[config.mk]
export PLATFORM = sky130hd
export DESIGN_NAME = dac_tx_sched
export DESIGN_NICKNAME = d
export VERILOG_FILES = /design/src/rtl/dac_tx_sched.sv
export SDC_FILE = /design/constraint.sdc
export NUM_CORES = 1
export LEC_CHECK = 0
export ABC_AREA = 1
export CORE_AREA = 2 2 61 63
export CTS_CLUSTER_DIAMETER = 60
export DETAILED_ROUTE_END_ITERATION = 7
export DIE_AREA = 0 0 63 65
export PLACE_DENSITY_LB_ADDON = 0.25
export SYNTH_ARGS = -nofsm -noshare
export SYNTH_HDL_FRONTEND = slang
export SYNTH_SLANG_ARGS = --single-unit
[constraint.sdc]
create_clock -name clk -period 5.4 [get_ports clk]
set_input_delay 1.35 -clock clk [delete_from_list [all_inputs] [get_ports clk]]
set_output_delay 1.35 -clock clk [all_outputs]
set_load 0.005 [all_outputs]
[src/rtl/dac_tx_sched.sv]
// dac_tx_sched
// Two-requester scheduler feeding a 1-bit DAC. A training-pattern source and a
// payload source each offer W-bit words over valid/ready. One word at a time is
// accepted, shifted out MSB-first on a registered serial bit, and back-to-back
// words are chained with no idle cycle between them. Ties between the two
// requesters alternate round-robin.
//
// Ports
//   clk        single clock, rising edge
//   rstn       asynchronous active-low reset
//   en         scheduler enable (a word in flight always completes)
//   trn_valid  training word offered      trn_data  training word
//   trn_ready  training word accepted this cycle (combinational)
//   dat_valid  payload word offered       dat_data  payload word
//   dat_ready  payload word accepted this cycle (combinational)
//   out_bit    registered serial bit to the DAC
//   busy       a word is being serialized
//   src        source of the current/last word (1 = training, 0 = payload)
//   gap_cnt    saturating count of idle gaps after a word
module dac_tx_sched #(
    parameter int   W        = 8,
    parameter logic IDLE_BIT = 1'b0
) (
    input  logic         clk,
    input  logic         rstn,
    input  logic         en,
    input  logic         trn_valid,
    input  logic [W-1:0] trn_data,
    output logic         trn_ready,
    input  logic         dat_valid,
    input  logic [W-1:0] dat_data,
    output logic         dat_ready,
    output logic         out_bit,
    output logic         busy,
    output logic         src,
    output logic [7:0]   gap_cnt
);

    localparam int            CW   = $clog2(W);
    localparam logic [CW-1:0] LAST = CW'(W - 1);

    typedef enum logic {S_IDLE, S_SHIFT} state_t;

    state_t         r_state;
    state_t         w_state_nxt;
    logic [CW-1:0]  r_cnt;
    logic [W-1:0]   r_shreg;      // bits still to be sent, next one at MSB
    logic           r_out;
    logic           r_src;
    logic           r_last_trn;   // last grant went to training
    logic [7:0]     r_gap;

    logic           w_last_bit;
    logic           w_slot;
    logic           w_gnt_trn;
    logic           w_gnt_dat;
    logic           w_xfer;
    logic [W-1:0]   w_word;

    assign w_last_bit = (r_cnt == LAST);

    // Accept slot: idle, or the LSB cycle of the current word so the next
    // word's MSB follows without a gap.
    assign w_slot = en & ((r_state == S_IDLE) | ((r_state == S_SHIFT) & w_last_bit));

    // Round-robin on ties: training wins unless it was the last one granted.
    assign w_gnt_trn = trn_valid & (~dat_valid | ~r_last_trn);
    assign w_gnt_dat = dat_valid & ~w_gnt_trn;

    // Gated by rstn so ready is low for the whole time reset is held.
    assign trn_ready = rstn & w_slot & w_gnt_trn;
    assign dat_ready = rstn & w_slot & w_gnt_dat;

    // A ready is only ever raised for a valid requester.
    assign w_xfer = trn_ready | dat_ready;
    assign w_word = trn_ready ? trn_data : dat_data;

    always_comb begin
        w_state_nxt = r_state;
        case (r_state)
            S_IDLE:  if (w_xfer) w_state_nxt = S_SHIFT;
            S_SHIFT: if (w_last_bit && !w_xfer) w_state_nxt = S_IDLE;
            default: w_state_nxt = S_IDLE;
        endcase
    end

    always_ff @(posedge clk or negedge rstn) begin
        if (!rstn) begin
            r_state    <= S_IDLE;
            r_cnt      <= '0;
            r_shreg    <= '0;
            r_out      <= IDLE_BIT;
            r_src      <= 1'b0;
            r_last_trn <= 1'b0;
            r_gap      <= 8'd0;
        end else begin
            r_state <= w_state_nxt;

            if (w_xfer) begin
                r_out      <= w_word[W-1];
                r_shreg    <= {w_word[W-2:0], 1'b0};
                r_cnt      <= '0;
                r_src      <= trn_ready;
                r_last_trn <= trn_ready;
            end else if (r_state == S_SHIFT) begin
                if (w_last_bit) begin
                    r_out <= IDLE_BIT;
                    r_cnt <= '0;
                end else begin
                    r_out   <= r_shreg[W-1];
                    r_shreg <= {r_shreg[W-2:0], 1'b0};
                    r_cnt   <= r_cnt + CW'(1);
                end
            end

            // A gap is only counted when the scheduler was enabled and still
            // found nothing to chain onto the finishing word.
            if ((r_state == S_SHIFT) && w_last_bit && en && !w_xfer && (r_gap != 8'hFF))
                r_gap <= r_gap + 8'd1;
        end
    end

    assign out_bit = r_out;
    assign busy    = (r_state == S_SHIFT);
    assign src     = r_src;
    assign gap_cnt = r_gap;

endmodule

==> results.md <==
* Routed length per instance at 11.0 um
* First-pass GRT wire length at 5010 um
* Period Utilization, post-route at 0.789
* Met2 WL post-DR at 1300 um
* Max Slew Vio Count at 0
* Crit path arrival time at 2.91 ns
* Initial DRC count at 63
* Clock sinks at 21
* Vias at 1183
* Worst-path cell chain: clkdlybuf4s50_1, a21oi_4, nor3_2, clkdlybuf4s50_1
* Die W at 63 um
* Setup CP Type: in2out
* Setup crit start kind: input port
* Final setup TNS at 0 ns
* N_diodes at 0
* Io pins at 34
* Worst-Margin Slew at 0.387 ns
* Vias in the first global route at 1139
* Critical path endpoint: dat_ready
* Post-CTS Hold Buffers at 0
* RSZ-0062 raised after global routing: false
* Fin. Hold Viols at 0
* WL met1 at 1260 um
* H-tree depth at 1
* CP most frequent cell: clkdlybuf4s50_1
* FMAX at 235 MHz
* Overall routing resource usage at 0.153
* Starting density of the core at 0.380
* Layout area overhead at 30.1%
* Die Y at 65 um
* CTS root buf: clkbuf_4
* Pwr Density at 326 nW/um2
* Final setup violation count at 0
* Worst path bufs/invs at 2
* Max-cap check violation count at 0
* Share of cells above drive strength 1 at 0.108
* Clock slew at reported path FFs at 0.11 ns
* Number of port buffers at 33
* Worst Hold Class: reg2reg
* R2R Setup Slk at 3.55 ns
* Sequential cell area fraction in the yosys report at 0.395
* HPWL Detailed at 2170 um
* Peak VDD IR at 177 uV
* # rows at 22
* Syn Inst Count at 167
* Outcome: complete, no violations
* Synth area leader: dfrtp_1
* CTS tree: done
* Leak Pwr at 0.000851 uW
* Path depth of the worst reg2reg path at 9
* Worst setup EP type: output port
* Die ar. at 4100 um2
* Clk buf depth at 2
* Final min period at 4.26 ns
* Setup Buffers After CTS at 0
* Critical path depth at 4
* Routed Antenna Nets at 0
* Clock Latency Late Sink at 0.31 ns
* 1st-pass router iterations at 5
* Initial antenna violation count at 0
* Synthesized Nets at 191
* R2r startpoint: r_cnt[0]
* Core area at 3500 um2
* Reg2reg end: gap_cnt[7]
* Post-place setup slack at 1.15 ns
* Largest net degree at the start of global routing at 22
* Fin nets at 228
* CTS resizes at 0
* CP max stage cell: clkdlybuf4s50_1
* CP peak stage delay at 0.66 ns
* Avg Inst Size Synth at 7.96 um2
* Synthesis Warnings at 0
* Setup WS post-layout at 1.14 ns
* Kind of cell adding the most delay to the critical path: buffers and inverters
* Met3 WL post-DR at 129 um
* Placer Congestion at 0.875
* Mapped Area at 1330 um2
* Slew margin rel. at 0.741
* Yosys cell types at 24
* Worst Path Max Fanout at 9
* Clk_skew at 0.00436 ns
* Post-synthesis register bit count at 21
* Worst setup path start: dat_valid
* Top area cells in the synthesized netlist: dfrtp_1 (40%), nand2_1 (17%), nand3_1 (11%), inv_1 (4.2%), o21bai_1 (3.4%)
* Post-route DRC violation count at 0
* Top Layer Used: met4
* Top-area cell type share of the netlist area at 0.395
* Global route total overflow at 0
* Worst Path Required at 4.05 ns
* Via density at 4.71
* Num CTS Buffers at 3
* DRT Wirelength at 2760 um
## through the flow
stage,instances,power [uW],util,instance area [um2],hold WS [ns]
2_1_floorplan,167,401,-,1330,0.466
3_3_place_gp,247,485,0.487,1700,0.479
5_1_grt,251,615,0.495,1730,0.540
4_1_cts,251,572,0.495,1730,0.514
3_5_place_dp,247,495,0.487,1700,0.492
6_report,251,563,0.495,1730,0.512
## placed cells by master (no fill, tap or decap), drive strengths merged
cell | netlist | layout
nand2 | 66 | 66
clkdlybuf4s50 | 0 | 33
nand3 | 28 | 28
dfrtp | 21 | 21
inv | 17 | 17
nor2 | 9 | 9
o21bai | 8 | 8
xor2 | 3 | 3
ha | 3 | 3
clkbuf | 1 | 3
a21oi | 3 | 3
xnor2 | 2 | 2
o21ai | 2 | 2
nor3 | 1 | 1
and3 | 1 | 1
nand3b | 1 | 1
clkinv | 0 | 1
buf | 1 | 1
## worst min path at each step
| stage | endpoint | from | cells after the start | slack (ns) |
|---|---|---|---|---|
| floorplan | out_bit | r_shreg[7] | 2 | 0.47 |
| global placement | r_shreg[4] | r_shreg[3] | 2 | 0.48 |
| detailed placement | r_shreg[2] | r_shreg[1] | 2 | 0.49 |
| CTS | r_cnt[0] | r_cnt[0] | 1 | 0.51 |
| global route | r_shreg[3] | r_shreg[2] | 2 | 0.54 |
| finish | r_cnt[0] | r_cnt[0] | 1 | 0.51 |
## worst reg2reg max path, cell delays in order, from the launching register on
cell	delay (ns)
dfrtp_1	0.39
ha_1	0.17
ha_1	0.23
inv_1	0.07
nand2_2	0.19
nand2_4	0.16
a21oi_4	0.36
nor2_8	0.08
nand2_1	0.08
nand2_1	0.05
## layout make-up
cell class	instances	area [um2]
fillers	374	1770
multi-input cells	127	714
flip-flops and latches	21	526
repair buffers	34	338
inverters	17	63.8
well taps	48	60.1
clock buffers	3	22.5
clock inverters	1	5.00
## power by group
part           switching [uW]  total (uW)  internal, uW
sequential               40.9         248           208
clock                    49.6        77.3          27.7
combinational             128         237           109
## synthesized netlist by cell type (all sizes together)
cell type,instances
nand3,28
xor2,3
and3,1
o21ai,2
nand3b,1
clkbuf,1
xnor2,2
ha,3
o21bai,8
nor3,1
inv,17
dfrtp,21
a21oi,3
nand2,66
nor2,9
buf,1
## flip-flops by register name, summed over array words and instances, names as in the netlist
| register | cells |
|---|---|
| gap_cnt | 8 |
| r_shreg | 7 |
| r_cnt | 3 |
| busy | 1 |
| out_bit | 1 |
| r_last_trn | 1 |
## metal layers
layer  up-vias  track usage
li1        608            -
met1       534        0.189
met2        36        0.262
met3         5       0.0208
met4         0       0.0750
met5         -            0
## cell families after synthesis
group	count (synthesis)	synth area share
AO/OA/AOI/OAI	13	0.0951
buffers and inverters	19	0.0669
AND/OR/NAND/NOR	106	0.381
XOR/XNOR	5	0.0330
flip-flops	21	0.395
adder cells (fa/ha/maj)	3	0.0283
(Power assumes the default switching activity.)
